### config.mk
export PLATFORM = sky130hd
export DESIGN_NAME = ex_operand_stage
export DESIGN_NICKNAME = d
export VERILOG_FILES = /design/src/rtl/core_pkg.sv /design/src/rtl/fwd_mux.sv /design/src/rtl/ex_operand_stage.sv
export SDC_FILE = /design/constraint.sdc
export NUM_CORES = 1
export LEC_CHECK = 0
export ABC_AREA = 1
export CAP_MARGIN = 20
export CELL_PAD_IN_SITES_DETAIL_PLACEMENT = 0
export CELL_PAD_IN_SITES_GLOBAL_PLACEMENT = 1
export CORE_UTILIZATION = 29
export CTS_CLUSTER_DIAMETER = 60
export DETAILED_ROUTE_END_ITERATION = 7
export PLACE_DENSITY = 0.89
export SLEW_MARGIN = 20
export SYNTH_ARGS = -nofsm -noshare
export SYNTH_HDL_FRONTEND = slang
export SYNTH_HIERARCHICAL = 1
export SYNTH_SLANG_ARGS = --single-unit
### constraint.sdc
create_clock -name clk -period 2.19 [get_ports clk]
set_input_delay 0.3285 -clock clk [delete_from_list [all_inputs] [get_ports clk]]
set_output_delay 0.3285 -clock clk [all_outputs]
set_load 0.005 [all_outputs]
### src/rtl/core_pkg.sv
// core_pkg: shared RV32I core constants, ALU opcodes and the ID/EX record.
// Provides widths, ALU operation codes, the id_ex_t register layout and a
// helper that models register-file write-through for operands captured into EX.
package core_pkg;

  localparam int DATA_WIDTH    = 32;
  localparam int OPCODE_LENGTH = 4;
  localparam int REG_ADDR_W    = 5;

  localparam logic [OPCODE_LENGTH-1:0] ALU_AND = 4'b0000;
  localparam logic [OPCODE_LENGTH-1:0] ALU_OR  = 4'b0001;
  localparam logic [OPCODE_LENGTH-1:0] ALU_ADD = 4'b0010;
  localparam logic [OPCODE_LENGTH-1:0] ALU_SUB = 4'b0011;
  localparam logic [OPCODE_LENGTH-1:0] ALU_EQ  = 4'b1000;
  localparam logic [OPCODE_LENGTH-1:0] ALU_XOR = 4'b1001;
  localparam logic [OPCODE_LENGTH-1:0] ALU_NE  = 4'b1010;
  localparam logic [OPCODE_LENGTH-1:0] ALU_LT  = 4'b1100;
  localparam logic [OPCODE_LENGTH-1:0] ALU_GE  = 4'b1101;

  typedef struct packed {
    logic                     valid;
    logic                     reg_write;
    logic                     mem_read;
    logic                     mem_write;
    logic                     branch;
    logic                     alu_src;
    logic [OPCODE_LENGTH-1:0] alu_op;
    logic [REG_ADDR_W-1:0]    rd;
    logic [REG_ADDR_W-1:0]    rs1;
    logic [REG_ADDR_W-1:0]    rs2;
    logic [DATA_WIDTH-1:0]    pc;
    logic [DATA_WIDTH-1:0]    imm;
    logic [DATA_WIDTH-1:0]    rs1_data;
    logic [DATA_WIDTH-1:0]    rs2_data;
  } id_ex_t;

  // The register file does not write through, so a value being written back
  // on the same edge that ID reads it must be taken from the WB bus instead.
  function automatic logic [DATA_WIDTH-1:0] wb_bypass(
    input logic [REG_ADDR_W-1:0] idx,
    input logic [DATA_WIDTH-1:0] rf_data,
    input logic [REG_ADDR_W-1:0] wb_rd,
    input logic                  wb_reg_write,
    input logic [DATA_WIDTH-1:0] wb_result
  );
    if (wb_reg_write && (wb_rd == idx) && (idx != '0))
      return wb_result;
    return rf_data;
  endfunction

endpackage

### src/rtl/fwd_mux.sv
// fwd_mux: forwarding select for one ALU operand.
// Ports: reg_idx/reg_data  - registered source index and value in EX
//        mem_*             - EX/MEM forward source (highest priority)
//        wb_*              - MEM/WB forward source
//        fwd_data          - selected operand value
// x0 is never forwarded.
module fwd_mux #(
  parameter int DW = 32,
  parameter int AW = 5
) (
  input  logic [AW-1:0] reg_idx,
  input  logic [DW-1:0] reg_data,
  input  logic [AW-1:0] mem_rd,
  input  logic          mem_reg_write,
  input  logic [DW-1:0] mem_result,
  input  logic [AW-1:0] wb_rd,
  input  logic          wb_reg_write,
  input  logic [DW-1:0] wb_result,
  output logic [DW-1:0] fwd_data
);

  logic nz;
  assign nz = (reg_idx != '0);

  always_comb begin
    fwd_data = reg_data;
    if (nz && mem_reg_write && (mem_rd == reg_idx))
      fwd_data = mem_result;
    else if (nz && wb_reg_write && (wb_rd == reg_idx))
      fwd_data = wb_result;
  end

endmodule

### src/rtl/ex_operand_stage.sv
// ex_operand_stage: ID/EX pipeline register and ALU operand select.
// Ports: clk/reset (sync, active-low), id_* decode outputs, mem_*/wb_*
//        forward sources, hold (freeze), flush (kill incoming instruction).
//        Outputs SrcA/SrcB/Operation to the ALU, registered ex_* fields,
//        ex_store_data (forwarded rs2) and hz_stall (load-use freeze request).
module ex_operand_stage #(
  parameter int DATA_WIDTH    = core_pkg::DATA_WIDTH,
  parameter int OPCODE_LENGTH = core_pkg::OPCODE_LENGTH,
  parameter int REG_ADDR_W    = core_pkg::REG_ADDR_W
) (
  input  logic                     clk,
  input  logic                     reset,
  input  logic                     id_valid,
  input  logic [DATA_WIDTH-1:0]    id_pc,
  input  logic [REG_ADDR_W-1:0]    id_rs1,
  input  logic [REG_ADDR_W-1:0]    id_rs2,
  input  logic [REG_ADDR_W-1:0]    id_rd,
  input  logic                     id_use_rs1,
  input  logic                     id_use_rs2,
  input  logic [DATA_WIDTH-1:0]    id_rs1_data,
  input  logic [DATA_WIDTH-1:0]    id_rs2_data,
  input  logic [DATA_WIDTH-1:0]    id_imm,
  input  logic                     id_alu_src,
  input  logic [OPCODE_LENGTH-1:0] id_alu_op,
  input  logic                     id_reg_write,
  input  logic                     id_mem_read,
  input  logic                     id_mem_write,
  input  logic                     id_branch,
  input  logic [REG_ADDR_W-1:0]    mem_rd,
  input  logic                     mem_reg_write,
  input  logic [DATA_WIDTH-1:0]    mem_result,
  input  logic [REG_ADDR_W-1:0]    wb_rd,
  input  logic                     wb_reg_write,
  input  logic [DATA_WIDTH-1:0]    wb_result,
  input  logic                     hold,
  input  logic                     flush,
  output logic [DATA_WIDTH-1:0]    SrcA,
  output logic [DATA_WIDTH-1:0]    SrcB,
  output logic [OPCODE_LENGTH-1:0] Operation,
  output logic                     ex_valid,
  output logic                     ex_reg_write,
  output logic                     ex_mem_read,
  output logic                     ex_mem_write,
  output logic                     ex_branch,
  output logic [REG_ADDR_W-1:0]    ex_rd,
  output logic [DATA_WIDTH-1:0]    ex_pc,
  output logic [DATA_WIDTH-1:0]    ex_imm,
  output logic [DATA_WIDTH-1:0]    ex_store_data,
  output logic                     hz_stall
);

  import core_pkg::*;

  id_ex_t                ex_q;
  id_ex_t                cap;
  logic                  load_use;
  logic [DATA_WIDTH-1:0] fwd_rs1;
  logic [DATA_WIDTH-1:0] fwd_rs2;

  always_comb begin
    cap           = '0;
    cap.valid     = id_valid;
    cap.reg_write = id_reg_write & id_valid;
    cap.mem_read  = id_mem_read  & id_valid;
    cap.mem_write = id_mem_write & id_valid;
    cap.branch    = id_branch    & id_valid;
    cap.alu_src   = id_alu_src;
    cap.alu_op    = id_alu_op;
    cap.rd        = id_rd;
    cap.rs1       = id_rs1;
    cap.rs2       = id_rs2;
    cap.pc        = id_pc;
    cap.imm       = id_imm;
    cap.rs1_data  = wb_bypass(id_rs1, id_rs1_data, wb_rd, wb_reg_write, wb_result);
    cap.rs2_data  = wb_bypass(id_rs2, id_rs2_data, wb_rd, wb_reg_write, wb_result);
  end

  // A load in EX whose result is needed by ID cannot be forwarded in time;
  // one bubble lets the load reach MEM, after which normal forwarding covers it.
  assign load_use = ex_q.valid && ex_q.mem_read && (ex_q.rd != '0) &&
                    ((id_use_rs1 && (id_rs1 == ex_q.rd)) ||
                     (id_use_rs2 && (id_rs2 == ex_q.rd)));

  assign hz_stall = load_use && !flush && !hold;

  always_ff @(posedge clk) begin
    if (!reset)
      ex_q <= '0;
    else if (!hold) begin
      if (flush || load_use)
        ex_q <= '0;
      else
        ex_q <= cap;
    end
  end

  fwd_mux #(.DW(DATA_WIDTH), .AW(REG_ADDR_W)) u_fwd_rs1 (
    .reg_idx       (ex_q.rs1),
    .reg_data      (ex_q.rs1_data),
    .mem_rd        (mem_rd),
    .mem_reg_write (mem_reg_write),
    .mem_result    (mem_result),
    .wb_rd         (wb_rd),
    .wb_reg_write  (wb_reg_write),
    .wb_result     (wb_result),
    .fwd_data      (fwd_rs1)
  );

  fwd_mux #(.DW(DATA_WIDTH), .AW(REG_ADDR_W)) u_fwd_rs2 (
    .reg_idx       (ex_q.rs2),
    .reg_data      (ex_q.rs2_data),
    .mem_rd        (mem_rd),
    .mem_reg_write (mem_reg_write),
    .mem_result    (mem_result),
    .wb_rd         (wb_rd),
    .wb_reg_write  (wb_reg_write),
    .wb_result     (wb_result),
    .fwd_data      (fwd_rs2)
  );

  assign SrcA          = fwd_rs1;
  assign SrcB          = ex_q.alu_src ? ex_q.imm : fwd_rs2;
  assign ex_store_data = fwd_rs2;
  assign Operation     = ex_q.alu_op;
  assign ex_valid      = ex_q.valid;
  assign ex_reg_write  = ex_q.reg_write;
  assign ex_mem_read   = ex_q.mem_read;
  assign ex_mem_write  = ex_q.mem_write;
  assign ex_branch     = ex_q.branch;
  assign ex_rd         = ex_q.rd;
  assign ex_pc         = ex_q.pc;
  assign ex_imm        = ex_q.imm;

endmodule

Yosys cells after proc, flatten, opt, wreduce, memory -nomap -nowiden
Cells that the tools add are included.
{"block": "totals", "ff_bits": 153, "inputBits": 235, "out_inout_bits": 175, "wordCells": 66}
{"block": "op_classes", "eq_ne": 8, "n_mux": 12, "bitwise": 4, "n_reduce_logical": 28}
{"op": "$mux 32", "n": 9}
{"op": "$mux 153", "n": 1}
{"op": "$eq 5x5->1", "n": 8}
{"op": "$reduce_bool 5->1", "n": 5}
{"op": "$logic_and 1x1->1", "n": 19}
{"op": "$and 1x1->1", "n": 4}
{"op": "$logic_not 1->1", "n": 2}
{"op": "$logic_or 1x1->1", "n": 2}
{"op": "$mux 1", "n": 2}

Logic depth before layout (Yosys ltp)
Gate-level depths: netlist of the first run.
{"block": "depth", "ltp_word": 6, "ltp_mapped": 12, "depth_no_buf": 11}

By module
The synthesis of the first run kept the hierarchy.
{"module": "ex_operand_stage", "n_inst": 1, "cells_each": 1103, "area_per_inst_um2": 7534.7}
{"module": "fwd_mux", "n_inst": 2, "cells_each": 287, "area_per_inst_um2": 1267.5}

Worst setup path before layout of the first run
Ideal clock, no wire load.
{"block": "synth_path", "path_type": "register to output", "startpoint": "register ex_q[128] in the netlist's numbering", "endpoint": "output port SrcB[10]", "t_arrival_ns": 1.402, "required_ns": 1.862, "path_slack_ns": 0.459, "path_stages_with_launch": 10, "path_cell_list": "dfxtp_1 inv_2 nand2_1 nand3_1 nor2_4 buf_4 nand3_1 nand3_1 nand2_1 mux2_2"}
{"block": "synth_via", "elab_chain_len": 6}
{"item": "start: declaration", "line_no": "ex_operand_stage.sv:54", "rtl": "id_ex_t ex_q;"}
{"item": "start signal: assignment", "line_no": "ex_operand_stage.sv:93", "rtl": "ex_q <= cap;"}
{"item": "$reduce_bool 5->1", "line_no": "fwd_mux.sv:23", "rtl": "assign nz = (reg_idx != '0);"}
{"item": "$logic_and 1x1->1 (2 in series)", "line_no": "fwd_mux.sv:29", "rtl": "else if (nz && wb_reg_write && (wb_rd == reg_idx))"}
{"item": "$mux 32", "line_no": "fwd_mux.sv:29"}
{"item": "$mux 32 *", "line_no": "fwd_mux.sv:27", "rtl": "if (nz && mem_reg_write && (mem_rd == reg_idx))"}
{"item": "net ex_store_data[10]", "line_no": "ex_operand_stage.sv:48", "rtl": "output logic [DATA_WIDTH-1:0] ex_store_data,"}
{"item": "$mux 32 *", "line_no": "ex_operand_stage.sv:122", "rtl": "assign SrcB = ex_q.alu_src ? ex_q.imm : fwd_rs2;"}
{"item": "end: declaration", "line_no": "ex_operand_stage.sv:38", "rtl": "output logic [DATA_WIDTH-1:0] SrcB,"}
The timed path passes the listed nets; every way through them passes the cells marked *.

Final worst setup path of the first run
{"block": "layout_path", "startpoint": "register ex_q[129] in the netlist's numbering", "endpoint": "output port SrcB[25]"}
{"block": "layout_via", "elab_chain_len": 6}
{"item": "$reduce_bool 5->1", "line_no": "fwd_mux.sv:23"}
{"item": "$logic_and 1x1->1 (2 in series)", "line_no": "fwd_mux.sv:29"}
{"item": "$mux 32", "line_no": "fwd_mux.sv:29"}
{"item": "$mux 32 *", "line_no": "fwd_mux.sv:27"}
{"item": "$mux 32 *", "line_no": "ex_operand_stage.sv:122"}
Mark *: on every way between the ends. The rest lies on a longest branch, timed or not.

==> results.yml, run 1 <==
run_status:
  status: "finished, violations left"
  violations: "negative setup slack"
power_and_ir_drop:
  clock_power_share: 0.383
  p_seq_frac: 0.355
  ir_worst_vdd_mv: 0.542
  p_sw_mw: 2.46
  power_switching_share: 0.295
  p_comb_frac: 0.262
  internal_power_mw: 5.89
  powerDensity_mw_per_mm2: 456
  power.leakage_nw: 8.25
grt:
  grt_pass1_wl_um: 70000
  track_usage: 0.254
  grt_pass1_vias: 12600
  grt_start_max_net_pins: 153
  grt_overflow: 0
  antenna_found_initial: 5
routing:
  drt_iter0_drc: 897
  drc: 0
  drt_pass1_iterations: 7
  wl_per_cell_um: 18.2
  via_per_inst: 4.85
  drt_wl_total_um: 47900
  drtAntennaViolNets: 0
  route.vias.total: 12800
setup_path:
  reg2reg_to: "ex_q[54]$_SDFFE_PN0N_"
  r2r_slack_ns: 0.39
  r2r-start: "ex_rd[3]$_SDFFE_PN0N_"
  r2r_cells: 12
  critical_path_class: "reg -> out"
  crit_path_end: "SrcB[25]"
  cp-end-kind: "output pin"
  worst_setup_path_start_kind: "flip-flop"
  cp.arrival_ns: 2.39
  required_ns: 1.86
  crit_path_max_fanout: 7
  startpoint: "ex_q[129]$_SDFFE_PN0N_"
floorplan:
  initial_core_util: 0.297
  core_area_mm2: 0.0339
  rows: 67
  ios: 410
  die_w_um: 188
  dieHeight_um: 188
  dieArea_mm2: 0.0355
sta:
  drv_slew: 0
  worst_slew_pin_slew_ns: 0.842
  rsz0062_at_grt: "yes"
  max_freq_mhz: 368
  slew_headroom: 0.439
  fin_crit_sh: 1.24
  setup_violations: 96
  post-route-min-period_ns: 2.72
  tns_ns: -25.92
  holdWs_ns: 0.262
  worst_slack_ns: -0.525
  fin_worst_skew_ns: 0.0107
  hold_viol_final: 0
logic_synthesis:
  yosysWarnings: 6
  synth_cell_type_count: 23
  synth-seq-area-share: 0.304
  netlist_area_mm2: 0.0101
  postSynthCellCount: 1677
  synth-seq-cells: 153
  syn_avg_cell_area_um2: 6.00
  synth_fp_nets: 1912
layout:
  final_common_cell: "nand2_1"
  n_fill_cell: 3210
  utilization: 0.540
  stdcell_count: 2636
  syn_to_final_growth_pct: 81.7
  fin_nets: 2408
  drive_gt1_frac: 0.306
  mostFrequentLayoutCells: "nand2_1 (638), clkdlybuf4s50_1 (301), inv_1 (164), a21oi_1 (153), dfxtp_1 (137)"
cts:
  h-tree-depth: 4
  postCtsHoldBufs: 0
  cts_root_buf: "clkbuf_16"
  cts_tree: "built"
  cts.sink_count: 153
  clk_pin_slew_worst_paths_ns: 0.07
  numCtsBuffers: 17
  clkLatencyLatePin_ns: 0.45
  clock_path_buffers: 2
placement:
  port_buffers: 409
  placedCellCount: 2483
  gp_congestion: 0.917
  hpwlAfterDp_um: 30300
flow_run:
  drv_cap: 0
worst_hold_path:
  hold_path.class: "in -> reg"
  hold_depth: 3
state kept, by name (all words and copies together) (netlist names):
signal	flops
ex_q	75
ex_imm	32
ex_pc	32
ex_rd	5
Operation	4
ex_branch	1
ex_mem_read	1
ex_mem_write	1
ex_reg_write	1
ex_valid	1
area by class of cell:
| cell class | count | area (um^2) | area share |
|---|---|---|---|
| diodes | 3 | 7.51 | 0.000410 |
| clock buffers | 18 | 439 | 0.0240 |
| clock inverters | 13 | 169 | 0.00923 |
| inverters | 183 | 709 | 0.0388 |
| multi-input cells | 1164 | 6520 | 0.357 |
| flip-flops and latches | 153 | 3100 | 0.169 |
| well taps | 448 | 561 | 0.0306 |
| repair buffers | 654 | 6790 | 0.371 |
synth_stat cells:
library cell    n  area [um^2]
nand2_1       728         2730
nand3_1       169          846
inv_1         166          623
a21oi_1       153          766
dfxtp_1       153         3060
buf_4          88          661
clkbuf_1       50          188
nand4_1        37          231
buf_2          33          165
mux2_2         32          360
nor2_1         19         71.3
inv_2          17         63.8
xnor2_1         7         61.3
buf_6           6         67.6
nor2_4          4         45.0
nor2_2          3         18.8
a21boi_2        2         22.5
nand2_2         2         12.5
nand2_4         2         22.5
o21ai_0         2         10.0
or2_0           2         12.5
a21oi_4         1         16.3
nor3_2          1         10.0
power by group through the flow:
stage,sequential [mW],clock (mW),combinational (mW)
after floorplan,3.00,0,0.744
after global placement,3.02,0,1.80
after detailed placement,3.03,0,1.81
after CTS,2.96,3.26,1.98
after global routing,2.98,3.36,2.34
final,2.96,3.20,2.18
cells by family after synthesis:
| logic type | synth area share |
|---|---|
| simple gates | 0.397 |
| flops | 0.304 |
| xor+xnor | 0.00609 |
| mux | 0.0358 |
| compound gates | 0.0809 |
| buf+inv | 0.176 |
stage by stage:
| step | setup slack [ns] | instance area (um^2) | total power [mW] |
|---|---|---|---|
| 2_1_floorplan | 0.459 | 10100 | 3.75 |
| 3_3_place_gp | -0.798 | 14900 | 4.83 |
| 3_5_place_dp | -0.811 | 14900 | 4.84 |
| 4_1_cts | -0.551 | 17100 | 8.21 |
| 5_1_grt | -0.615 | 18300 | 8.67 |
| 6_report | -0.525 | 18300 | 8.34 |
critical path, stage by stage (launching register included):
cell     delay, ns
dfxtp_4       0.37
inv_4         0.05
nand2_2       0.05
nand2_1       0.06
inv_1         0.07
nand2_2       0.07
nor2_4        0.10
buf_12        0.13
buf_6         0.10
buf_12        0.12
buf_12        0.13
buf_6         0.09
nand3_2       0.05
nand3_2       0.07
nand2_2       0.06
mux2_4        0.27
buf_6         0.12
layer usage:
metal	up-vias	global-route usage	part of all wire
li1	6152	-	-
met1	5980	0.316	0.41
met2	569	0.436	0.49
met3	81	0.0559	0.075
met4	4	0.0710	0.021
met5	-	0	0.00046
repair_timing:
item                       4_1_cts  5_1_grt
gates resized for setup        598      259
setup endpoints to repair       97       96
pin swaps                       73       91
hold endpoints to repair         0        0
cloned                           7        4
buffers inserted                69       55
worst min path at each step:
stage                                 startpoint                endpoint  slack, ns
after CTS                                   hold   ex_valid$_SDFFE_PN0N_       0.25
final                                       hold   ex_valid$_SDFFE_PN0N_       0.26
after global routing                        hold   ex_valid$_SDFFE_PN0N_       0.27
after global placement    ex_pc[16]$_SDFFE_PN0N_  ex_pc[16]$_SDFFE_PN0N_       0.44
after detailed placement  ex_pc[16]$_SDFFE_PN0N_  ex_pc[16]$_SDFFE_PN0N_       0.45
after floorplan           ex_pc[16]$_SDFFE_PN0N_  ex_pc[16]$_SDFFE_PN0N_       0.44
Power figures use the tool's default switching activity.
==> run 2, diff against run 1 <==
Clock period 2.19 ns to 2.8 ns, I/O delays scaled along.
==> run 2 against run 1 <==
Against the previous run: the flow still finishes with violations (negative setup slack); clock power down 27%; die area did not move; power decreased by 28%; setup slack better by 0.46 ns; global-route usage is 1.3 points lower; sequential share of layout area is 2.6 points higher; largest cell class is now multi-input combinational cells.
==> results.yml, run 2 (same netlist as run 1, synthesis figures left out) <==
run_status:
  status: "finished, violations left"
  violations: "negative setup slack"
routing:
  drt_iter0_drc: 1023
  wl_per_cell_um: 17.4
  drt_pass1_iterations: 5
  route.vias.total: 11900
  drt_wl_total_um: 43600
  drtAntennaViolNets: 0
  drc: 0
  via_per_inst: 4.76
sta:
  rsz0062_at_grt: "yes"
  setup_violations: 1
  worst_slack_ns: -0.0699
  tns_ns: -0.0699
  max_freq_mhz: 348
  fin_crit_sh: 1.02
  drv_slew: 0
  hold_viol_final: 0
  slew_headroom: 0.495
  fin_worst_skew_ns: 0.0144
  worst_slew_pin_slew_ns: 0.758
  post-route-min-period_ns: 2.87
placement:
  hpwlAfterDp_um: 29200
  port_buffers: 409
  dp_slack_ns: -0.382
  gp_congestion: 0.893
power_and_ir_drop:
  power.leakage_nw: 7.45
  p_total_mw: 6.05
  ir_worst_vdd_mv: 0.406
  powerDensity_mw_per_mm2: 385
grt:
  grt_pass1_vias: 11500
  antenna_found_initial: 3
  grt_pass1_wl_um: 65800
  grt_overflow: 0
  grt_start_max_net_pins: 153
  track_usage: 0.240
cts:
  cts_root_buf: "clkbuf_16"
  clk_pin_slew_worst_paths_ns: 0.07
  cts.sink_count: 153
  h-tree-depth: 4
  clkLatencyLatePin_ns: 0.46
  cts_tree: "built"
  numCtsBuffers: 17
  clock_path_buffers: 2
  postCtsHoldBufs: 0
worst_hold_path:
  hold_path.class: "in -> reg"
  hold_depth: 3
floorplan:
  die_w_um: 188
  initial_core_util: 0.297
  core_area_mm2: 0.0339
  ios: 410
  rows: 67
  dieHeight_um: 188
  dieArea_mm2: 0.0355
setup_path:
  slowest_stage: "clkdlybuf4s50_1"
  crit_top_cell: "nand2_2"
  r2r-start: "ex_rd[3]$_SDFFE_PN0N_"
  cp.buffers_inverters: 3
  r2r_slack_ns: 1.00
  cp_top_family: "buffers and inverters"
  reg2reg_to: "ex_imm[20]$_SDFFE_PN0N_"
  critical_path_class: "reg -> out"
  crit_path_max_fanout: 6
  cp.arrival_ns: 2.45
  startpoint: "ex_q[131]$_SDFFE_PN0N_"
  max_stage_delay_ns: 0.49
  r2r_cells: 9
  cp.depth: 11
  crit_path_end: "SrcB[1]"
  worst_setup_path_start_kind: "flip-flop"
  required_ns: 2.38
  worstPathCellList: "inv_4, a21boi_2, nand2_2, nor2_4, nand2_4, buf_12, nand2_1, nand3_1, nand2_2, mux2_2, clkdlybuf4s50_1"
  cp-end-kind: "output pin"
layout:
  final_common_cell: "nand2_1"
  drive_gt1_frac: 0.150
  fin_nets: 2283
  syn_to_final_growth_pct: 56.1
  final-seq-area_mm2: 0.00307
  multiInputGateArea_mm2: 0.00544
  largest_reg_flops: 75
  mostFrequentLayoutCells: "nand2_1 (708), clkdlybuf4s50_1 (300), inv_1 (166), a21oi_1 (153), nand3_1 (148)"
  top_register: "ex_q"
  n_fill_cell: 3494
flow_run:
  drv_cap: 0
[run 2: changes by cell type in the layout (fill, tap and decap cells not counted), sizes merged]
cell	before	now
dlygate4sd2	11	48
bufinv	3	2
clkinv	3	6
clkdlybuf4s50	301	300
inv	186	184
clkdlybuf4s15	1	15
clkinvlp	4	3
clkbuf	41	48
dlymetal6s2s	0	6
bufbuf	0	2
buf	318	128
diode	3	1
[run 2: power breakdown]
part | internal [mW] | total (mW) | switching, mW
clock | 1.30 | 2.34 | 1.04
sequential | 2.26 | 2.32 | 0.0566
combinational | 0.723 | 1.39 | 0.668
[run 2: cell type report]
class                   count  area share
clock inverters            12     0.00820
multi-input cells        1164       0.346
inverters                 183      0.0442
diodes                      1    0.000159
flip-flops and latches    153       0.196
well taps                 448      0.0357
clock buffers              18      0.0273
repair buffers            529       0.343
[run 2: what timing repair did]
action / in CTS / in global routing
cloned: 7 / 2
endpoints found under the setup margin: 96 / 61
endpoints found under the hold margin: 0 / 0
resized for setup: 170 / 110
pin swaps: 13 / 33
buffers inserted: 15 / 31
[run 2: tightest hold or removal path, cell delays in order]
cell and delay [ns]:
dlymetal6s2s_1 0.17, nand2_1 0.09, a21oi_1 0.05
[run 2: how the worst min path moves through the flow]
stage | start | endpoint
global placement | ex_pc[16]$_SDFFE_PN0N_ | ex_pc[16]$_SDFFE_PN0N_
floorplan | ex_pc[16]$_SDFFE_PN0N_ | ex_pc[16]$_SDFFE_PN0N_
global route | id_rs1[4] | ex_q[137]$_SDFFE_PN0N_
finish | id_rs1[4] | ex_q[137]$_SDFFE_PN0N_
CTS | hold | ex_valid$_SDFFE_PN0N_
detailed placement | ex_pc[1]$_SDFFE_PN0N_ | ex_pc[1]$_SDFFE_PN0N_
[run 2: metrics by stage]
step / area (um^2) / cells / utilization / hold slack, ns
4_1_cts: 15300 / 2476 / 0.453 / 0.336
5_1_grt: 15700 / 2507 / 0.464 / 0.340
2_1_floorplan: 10100 / 1677 / - / 0.437
3_5_place_dp: 14400 / 2424 / 0.425 / 0.455
6_report: 15700 / 2508 / 0.464 / 0.329
3_3_place_gp: 14400 / 2424 / 0.425 / 0.444
[run 2: metal layers]
layer  wire length, um  GRT usage
met1             18100      0.300
met2             20900      0.409
met3              3770     0.0559
met4               859     0.0738
met5                25          0
